[src/rtl/cpc_memory_sequencer_if.sv]
// Z80 bus seen by the CPC memory sequencer: address/control/data from the CPU,
// WAIT back to the CPU.
interface cpc_memory_sequencer_if;
  logic [15:0] cpu_addr;
  logic        mreq_n;
  logic        iorq_n;
  logic        rd_n;
  logic        wr_n;
  logic [7:0]  data_from_cpu;
  logic        wait_n;

  modport master (
    output cpu_addr, mreq_n, iorq_n, rd_n, wr_n, data_from_cpu,
    input  wait_n
  );

  modport slave (
    input  cpu_addr, mreq_n, iorq_n, rd_n, wr_n, data_from_cpu,
    output wait_n
  );
endinterface

[src/rtl/cpc_memory_sequencer.sv]
// Gate-array memory timing generator: splits each 16-clk period into video and
// CPU RAM slots, inserts Z80 wait states, and holds the ROM-enable bits.
module cpc_memory_sequencer #(
  parameter bit VIDEO_FIRST = 1'b1
) (
  input  logic                          clk,
  input  logic                          reset_n,
  cpc_memory_sequencer_if.slave         cpu,
  output logic                          cpu_clk_en,
  output logic                          crtc_clk_en,
  output logic                          cpu_n,
  output logic                          ras_n,
  output logic                          cas_n,
  output logic                          mwe_n,
  output logic                          ready,
  output logic                          romen_n,
  output logic                          ramrd_n,
  output logic                          en244_n,
  output logic                          lower_rom_en,
  output logic                          upper_rom_en
);

  localparam logic [3:0] CPU_BASE   = VIDEO_FIRST ? 4'd8 : 4'd0;
  localparam logic [3:0] CPU_LAST   = CPU_BASE + 4'd7;
  localparam logic [3:0] VIDEO_BASE = CPU_BASE ^ 4'd8;

  logic [3:0] phase;
  logic [3:0] phase_nx;
  logic [2:0] o_nx;
  logic       cpu_slot_nx;
  logic       row_nx;
  logic       col_nx;

  logic acc_valid;
  logic acc_wr;
  logic served;
  logic mem_req;
  logic mem_rd;
  logic rom_win;
  logic ga_sel;
  logic ga_sel_q;
  logic unused_bus;

  // Strobes are registered from the upcoming phase so each value lines up
  // with the clk in which phase equals the slot position it describes.
  assign phase_nx    = phase + 4'd1;
  assign o_nx        = phase_nx[2:0];
  assign cpu_slot_nx = (phase_nx[3] == VIDEO_FIRST);
  assign row_nx      = (o_nx != 3'd0) && (o_nx != 3'd7);
  assign col_nx      = (o_nx >= 3'd3) && (o_nx <= 3'd6);

  always_ff @(posedge clk or negedge reset_n) begin
    if (!reset_n) begin
      phase       <= '0;
      cpu_clk_en  <= 1'b0;
      crtc_clk_en <= 1'b0;
      cpu_n       <= 1'b1;
      ras_n       <= 1'b1;
      cas_n       <= 1'b1;
      mwe_n       <= 1'b1;
      ready       <= 1'b0;
    end else begin
      phase       <= phase_nx;
      cpu_clk_en  <= (phase_nx[1:0] == 2'b11);
      crtc_clk_en <= (phase_nx == 4'hF);
      cpu_n       <= !cpu_slot_nx;
      ras_n       <= !row_nx;
      cas_n       <= !col_nx;
      mwe_n       <= !(cpu_slot_nx && col_nx && acc_valid && acc_wr);
      ready       <= (phase_nx == CPU_LAST);
    end
  end

  // A simultaneous IORQ+MREQ is not a memory access.
  assign mem_req = !cpu.mreq_n && cpu.iorq_n;

  always_ff @(posedge clk or negedge reset_n) begin
    if (!reset_n) begin
      acc_valid <= 1'b0;
      acc_wr    <= 1'b0;
      served    <= 1'b0;
    end else begin
      if (phase == CPU_BASE) begin
        acc_valid <= mem_req;
        acc_wr    <= !cpu.wr_n;
      end else if (phase_nx == VIDEO_BASE) begin
        acc_valid <= 1'b0;
      end
      if (!mem_req) begin
        served <= 1'b0;
      end else if (phase_nx == CPU_LAST && acc_valid) begin
        served <= 1'b1;
      end
    end
  end

  assign mem_rd  = mem_req && !cpu.rd_n;
  assign rom_win = ((cpu.cpu_addr[15:14] == 2'b00) && lower_rom_en) ||
                   ((cpu.cpu_addr[15:14] == 2'b11) && upper_rom_en);
  assign ga_sel  = !cpu.iorq_n && !cpu.wr_n && cpu.mreq_n &&
                   (cpu.cpu_addr[15:14] == 2'b01);

  assign romen_n    = !(reset_n && mem_rd && rom_win);
  assign ramrd_n    = !(reset_n && mem_rd && !rom_win);
  assign en244_n    = !(reset_n && ga_sel);
  assign cpu.wait_n = !reset_n || !mem_req || served;

  // Register write fires once, on the first clk of the I/O write cycle.
  always_ff @(posedge clk or negedge reset_n) begin
    if (!reset_n) begin
      ga_sel_q     <= 1'b0;
      lower_rom_en <= 1'b1;
      upper_rom_en <= 1'b1;
    end else begin
      ga_sel_q <= ga_sel;
      if (ga_sel && !ga_sel_q && (cpu.data_from_cpu[7:6] == 2'b10)) begin
        lower_rom_en <= !cpu.data_from_cpu[2];
        upper_rom_en <= !cpu.data_from_cpu[3];
      end
    end
  end

  assign unused_bus = ^{cpu.cpu_addr[13:0], cpu.data_from_cpu[5:4],
                        cpu.data_from_cpu[1:0]};

endmodule

[src/flat_wrapper.sv]
// flat-port wrapper written by rule: the top's interface ports become plain ports
module cpc_memory_sequencer_flat 
#(
  parameter bit VIDEO_FIRST = 1'b1
)
  (clk, reset_n, cpu_clk_en, crtc_clk_en, cpu_n, ras_n, cas_n, mwe_n, ready, romen_n, ramrd_n, en244_n, lower_rom_en, upper_rom_en, cpu_cpu_addr, cpu_mreq_n, cpu_iorq_n, cpu_rd_n, cpu_wr_n, cpu_data_from_cpu, cpu_wait_n);
  cpc_memory_sequencer_if cpu_i ();
  input  logic clk;
  input  logic reset_n;
  output logic cpu_clk_en;
  output logic crtc_clk_en;
  output logic cpu_n;
  output logic ras_n;
  output logic cas_n;
  output logic mwe_n;
  output logic ready;
  output logic romen_n;
  output logic ramrd_n;
  output logic en244_n;
  output logic lower_rom_en;
  output logic upper_rom_en;
  input wire logic [$bits(cpu_i.cpu_addr)-1:0] cpu_cpu_addr;
  input wire logic [$bits(cpu_i.mreq_n)-1:0] cpu_mreq_n;
  input wire logic [$bits(cpu_i.iorq_n)-1:0] cpu_iorq_n;
  input wire logic [$bits(cpu_i.rd_n)-1:0] cpu_rd_n;
  input wire logic [$bits(cpu_i.wr_n)-1:0] cpu_wr_n;
  input wire logic [$bits(cpu_i.data_from_cpu)-1:0] cpu_data_from_cpu;
  output wire logic [$bits(cpu_i.wait_n)-1:0] cpu_wait_n;
  assign cpu_i.cpu_addr = cpu_cpu_addr;
  assign cpu_i.mreq_n = cpu_mreq_n;
  assign cpu_i.iorq_n = cpu_iorq_n;
  assign cpu_i.rd_n = cpu_rd_n;
  assign cpu_i.wr_n = cpu_wr_n;
  assign cpu_i.data_from_cpu = cpu_data_from_cpu;
  assign cpu_wait_n = cpu_i.wait_n;
  cpc_memory_sequencer #(.VIDEO_FIRST(VIDEO_FIRST)) u_core (.clk(clk), .reset_n(reset_n), .cpu(cpu_i), .cpu_clk_en(cpu_clk_en), .crtc_clk_en(crtc_clk_en), .cpu_n(cpu_n), .ras_n(ras_n), .cas_n(cas_n), .mwe_n(mwe_n), .ready(ready), .romen_n(romen_n), .ramrd_n(ramrd_n), .en244_n(en244_n), .lower_rom_en(lower_rom_en), .upper_rom_en(upper_rom_en));
endmodule
[config.mk]
export PLATFORM = sky130hd
export DESIGN_NAME = cpc_memory_sequencer_flat
export DESIGN_NICKNAME = d
export VERILOG_FILES = /design/src/rtl/cpc_memory_sequencer_if.sv /design/src/rtl/cpc_memory_sequencer.sv /design/src/flat_wrapper.sv
export SDC_FILE = /design/constraint.sdc
export NUM_CORES = 1
export LEC_CHECK = 0
export CAP_MARGIN = 5
export CORE_ASPECT_RATIO = 0.8
export CORE_UTILIZATION = 34
export CTS_BUF_LIST = sky130_fd_sc_hd__clkbuf_2 sky130_fd_sc_hd__clkbuf_4 sky130_fd_sc_hd__clkbuf_8
export DETAILED_ROUTE_END_ITERATION = 12
export PLACE_DENSITY_LB_ADDON = 0.1
export SYNTH_ARGS = -nofsm -noshare
export SYNTH_HDL_FRONTEND = slang
export SYNTH_SLANG_ARGS = --single-unit
[constraint.sdc]
create_clock -name clk -period 1.73 [get_ports clk]
set_clock_uncertainty 0.15 [all_clocks]
set_input_delay 0.346 -clock clk [delete_from_list [all_inputs] [get_ports clk]]
set_output_delay 0.346 -clock clk [all_outputs]
set_load 0.03 [all_outputs]
==> flow_summary.toml, run 1 <==
[drt]
vias_per_cell = 4.60
route.met2.wl_um = 663
met3_length_um = 83
drt-total-wl_mm = 1.48
m1WireLength_um = 723
drtPass1Iterations = 2
drc = 0
num_vias = 571
wl_per_cell_um = 11.9
drtIter0Drc = 2
ant_nets = 0
top_layer_used = "met4"

[synthesis]
syn_avg_cell_area_um2 = 11.9
syn_inst = 60
synth_cell_types = 26
ys_warn_count = 0
synth_nets = 94
yosys_register_bits = 16
seq_area_frac_synth_pct = 57.1
synth_area_um2 = 714

[timing]
final.period_utilization_pct = 110
final_max_slew_viol_count = 0
worst_slew_pin_slew_ns = 0.488
achievable-frequency_mhz = 524
finalSetupViolCount = 2
rsz0062_at_grt = "true"
fin_crit_ns = 1.91
relSlewSlack_pct = 67.3
setup_slack_ns = -0.177
hold_viol_final = 0

[setup_path]
worst-path-buf-inv = 2
critPathMaxStageDelay_ns = 0.54
cp.required_ns = 1.23
timing.rr.end = "u_core.mwe_n"
path_cells = "inv_2 > o31a_1 > nand2b_4 > buf_6"
end_kind = "primary output"
crit_type = "register to primary output"
path_max_fanout = 2
cp.arrival_ns = 1.41
reg2reg_depth = 4
start_kind = "register"
cp_top_family = "flip-flops"
worst_path_max_delay_cell = "dfstp_2"
timing.rr.start = "u_core.phase[0]"
ff2ff_setup_slack_ns = 0.07

[global_route]
grt_max_degree = 11
grt_pass1_vias = 574
grt.total_usage_pct = 15.7
grt_overflow = 0
grt_pass1_wl_mm = 2.50
antenna_found_initial = 0

[die]
ioPinCount = 43
die_height_um = 43
die_w_um = 53.3
die_area_um2 = 2290
core_um2 = 1930
rows = 14
initial_utilization_pct = 37.1

[power_and_ir_drop]
ir_drop_mv = 0.487
p_per_area_nw_per_um2 = 649
leakage_nw = 0.555

[clock_tree]
cts.path.max_buffers = 2
cts_tree = "yes"
cts_sinks = 16
cts_root_buf = "clkbuf_4"
clkLatencyLatePin_ns = 0.28
clk_pin_slew_ns = 0.09
htree_num_levels = 1
numCtsBuffers = 3

[cells_and_area]
area_growth_pct = 61.1
fin_cells = 124
final_cell_mix = "12 x buf_4, 9 x dfrtp_1, 7 x dlygate4sd2_1, 6 x buf_6, 6 x dfstp_2"
n_antenna_cell = 0
layout-drive-gt1-share_pct = 40.0
fin_nets = 135
layout_commonest_cell = "buf_4"

[min_path]
hold_class = "primary input to async pin"

[placed_design]
place_ws_ns = -0.603
dp.cells = 118
io_buffers = 24
place_congestion = 0.719
dpl.hpwl_mm = 1.08

[run]
drv_cap = 0

[run_status]
violations = "setup timing"
outcome = "finished with violations"
kinds of logic (layout without fill, tap and decap cells):
group	Yosys count	count (layout)	synth area share [%]
mux	3	3	4.20
buf+inv	6	46	3.68
compound gates	5	5	4.55
fa+ha+maj	5	5	8.41
xor+xnor	2	2	3.50
flops	16	16	57.1
simple gates	23	23	18.6
metal layers:
layer  GRT usage, %  vias up
met1           20.0      270
met2           24.8       14
li1               -      285
met4           3.16        0
met3           6.45        2
met5              0        -
area by class of cell:
cell class              instances  area (um^2)
well taps                      24         30.0
multi-input cells              38          320
inverters                       5         18.8
clock buffers                   4         36.3
repair buffers                 37          337
flip-flops and latches         16          409
fillers                       183          776
worst max path at each step:
stage,startpoint,to,slack (ns),cells past startpoint
after detailed placement,cpu_cpu_addr[15],romen_n,-0.60,4
final,u_core.lower_rom_en,romen_n,-0.18,4
after global routing,u_core.lower_rom_en,romen_n,-0.23,4
after global placement,cpu_cpu_addr[15],romen_n,-0.58,4
after floorplan,u_core.lower_rom_en,romen_n,0.05,3
after CTS,u_core.lower_rom_en,romen_n,-0.18,4
synth_stat cells:
cell / instances / area [um^2]
buf_4: 1 / 7.51
a211oi_1: 1 / 7.51
and2_1: 1 / 6.26
nor3b_1: 1 / 7.51
o31a_1: 1 / 8.76
nor2_1: 2 / 7.51
mux2i_1: 3 / 30.0
xor2_2: 1 / 16.3
nand3_1: 2 / 10.0
and3_1: 1 / 6.26
o21ai_0: 2 / 10.0
or4b_1: 1 / 10.0
dfstp_2: 6 / 158
a31oi_1: 1 / 6.26
nand2b_1: 2 / 12.5
nand2_1: 6 / 22.5
xor2_1: 1 / 8.76
nor4b_1: 1 / 8.76
or2_2: 1 / 6.26
maj3_1: 1 / 10.0
nor2b_1: 1 / 6.26
dfrtp_1: 10 / 250
inv_1: 5 / 18.8
nand4_1: 1 / 6.26
ha_1: 4 / 50.1
nand3b_1: 3 / 22.5
power breakdown:
part,switching [mW],internal (mW),leakage [nW]
clock network,0.113,0.128,0.0210
registers,0.00449,0.387,0.196
logic,0.0529,0.0621,0.338
total,0.170,0.577,0.555
metrics by stage:
| stage | total power, mW | instance area, um^2 | hold slack, ns | setup TNS, ns | utilization, % |
|---|---|---|---|---|---|
| 6_report | 0.747 | 1150 | 0.151 | -0.280 | 59.7 |
| 4_1_cts | 0.756 | 1120 | 0.132 | -0.302 | 58.1 |
| 3_3_place_gp | 0.502 | 1050 | 0.319 | -2.07 | 54.6 |
| 5_1_grt | 0.787 | 1150 | 0.147 | -0.420 | 59.7 |
| 2_1_floorplan | 0.432 | 714 | -0.0996 | 0 | - |
| 3_5_place_dp | 0.503 | 1050 | 0.339 | -2.14 | 54.6 |
state kept, by name, summed over array words and instances (netlist names):
register / cells
u_core.phase: 4
u_core.acc_valid: 1
u_core.acc_wr: 1
u_core.cas_n: 1
u_core.cpu_clk_en: 1
u_core.cpu_n: 1
u_core.crtc_clk_en: 1
u_core.ga_sel_q: 1
u_core.lower_rom_en: 1
u_core.mwe_n: 1
u_core.ras_n: 1
u_core.served: 1
u_core.upper_rom_en: 1
timing repair:
action / CTS / global route
hold endpoints to repair: 10 / 0
pin swaps: 3 / 2
gates resized for setup: 43 / 10
buffers inserted: 0 / 1
setup endpoints to repair: 12 / 8
hold buffers: 1 / 0
gates cloned: 0 / 0
No activity file was read; power rests on OpenSTA's default activity.
==> run 2, diff against run 1 <==
--- a/config.mk
+++ b/config.mk
@@ -11,6 +11,8 @@
 export CTS_BUF_LIST = sky130_fd_sc_hd__clkbuf_2 sky130_fd_sc_hd__clkbuf_4 sky130_fd_sc_hd__clkbuf_8
 export DETAILED_ROUTE_END_ITERATION = 12
 export PLACE_DENSITY_LB_ADDON = 0.1
+export SKIP_CTS_REPAIR_TIMING = 1
+export SKIP_LAST_GASP = 1
 export SYNTH_ARGS = -nofsm -noshare
 export SYNTH_HDL_FRONTEND = slang
 export SYNTH_SLANG_ARGS = --single-unit
==> flow_summary.toml, run 2 (synthesis results as in run 1) <==
[clock_tree]
cts.path.max_buffers = 2
clk_pin_slew_ns = 0.09
cts_root_buf = "clkbuf_4"
numCtsBuffers = 3
cts_tree = "yes"
cts_sinks = 16
clkLatencyLatePin_ns = 0.28
htree_num_levels = 1

[placed_design]
place_ws_ns = -0.603
place_congestion = 0.719
io_buffers = 24
dpl.hpwl_mm = 1.08
dp.cells = 118

[cells_and_area]
fin_cells = 123
fin_nets = 134
final_cell_mix = "14 x dlymetal6s2s_1, 12 x buf_4, 9 x dfrtp_1, 6 x nand2_1, 6 x dfstp_2"
area_growth_pct = 63.6
n_antenna_cell = 0
layout_commonest_cell = "dlymetal6s2s_1"
layout-drive-gt1-share_pct = 32.3
nFillCells = 176
top_register = "u_core.phase"
largest_register_ffs = 4

[die]
initial_utilization_pct = 37.1
core_um2 = 1930
die_w_um = 53.3
die_area_um2 = 2290
ioPinCount = 43
die_height_um = 43
rows = 14

[run]
drv_cap = 0

[setup_path]
cp.arrival_ns = 1.45
start_kind = "register"
timing.rr.start = "u_core.phase[0]"
end_kind = "primary output"
cp-startpoint = "u_core.lower_rom_en"
path_max_fanout = 2
cp.required_ns = 1.23
crit_type = "register to primary output"

[run_status]
outcome = "finished with violations"
violations = "setup timing"

[power_and_ir_drop]
ir_drop_mv = 0.484
p_per_area_nw_per_um2 = 632
leakage_nw = 0.654
total_power_uw = 739

[global_route]
grt_pass1_wl_mm = 2.40
antenna_found_initial = 0
grt_overflow = 0
grt.total_usage_pct = 15.0
grt_pass1_vias = 545
grt_max_degree = 18

[drt]
vias_per_cell = 4.59
drt-total-wl_mm = 1.44
drtIter0Drc = 2
num_vias = 565
drtPass1Iterations = 2
ant_nets = 0
wl_per_cell_um = 11.7
drc = 0

[timing]
rsz0062_at_grt = "true"
final.period_utilization_pct = 112
finalSetupViolCount = 2
setup_tns_ns = -0.301
final_max_slew_viol_count = 0
holdWs_ns = 0.0324
worst_slew_pin_slew_ns = 0.476
setup_slack_ns = -0.211
relSlewSlack_pct = 68.2
fin_crit_ns = 1.94
achievable-frequency_mhz = 515
hold_viol_final = 0

[min_path]
hold_class = "primary input to async pin"
==> run 2: cell types whose count changed in the layout (fill, tap and decap cells not counted), sizes merged <==
cell           change
buf                -3
clkdlybuf4s15      -5
dlygate4sd2        -7
dlymetal6s2s      +14
==> run 2: final cells by class <==
type	count	area, um^2	area share, %
inverters	5	18.8	1.61
repair buffers	36	364	31.2
multi-input cells	38	310	26.6
well taps	24	30.0	2.57
clock buffers	4	36.3	3.10
flip-flops and latches	16	409	35.0
==> run 2: power breakdown <==
group	internal, mW	switching (mW)
clock	0.128	0.113
sequential	0.387	0.00408
combinational	0.0576	0.0496
==> run 2: metrics by stage <==
| step | utilization (%) | cell area, um^2 |
|---|---|---|
| 4_1_cts | 56.5 | 1090 |
| 3_3_place_gp | 54.6 | 1050 |
| 5_1_grt | 60.6 | 1170 |
| 2_1_floorplan | - | 714 |
| 3_5_place_dp | 54.6 | 1050 |
| 6_report | 60.6 | 1170 |
==> run 2: path summary, 6_finish.rpt <==
check / slack, ns / end / depth (start not counted)
max: -0.21 / romen_n / 4
min: 0.03 / u_core.cpu_n / 2
max reg2reg: 0.07 / u_core.mwe_n / 4
min reg2reg: 0.35 / u_core.acc_wr / 2
max in group asynchronous: 0.47 / u_core.phase[0] / 3
min in group clk: 0.32 / u_core.acc_wr / 3
==> run 2: layer usage <==
metal | track usage [%] | share of wire [%]
met3 | 6.45 | 6.5
met4 | 3.16 | 0.42
met5 | 0 | 0
met2 | 22.3 | 44
met1 | 20.2 | 49
==> run 2: worst max-delay path, cell delays in order, from the launching register on <==
cell      delay, ns
dfstp_2        0.53
inv_1          0.06
o31a_1         0.25
nand2b_1       0.14
clkbuf_2       0.18
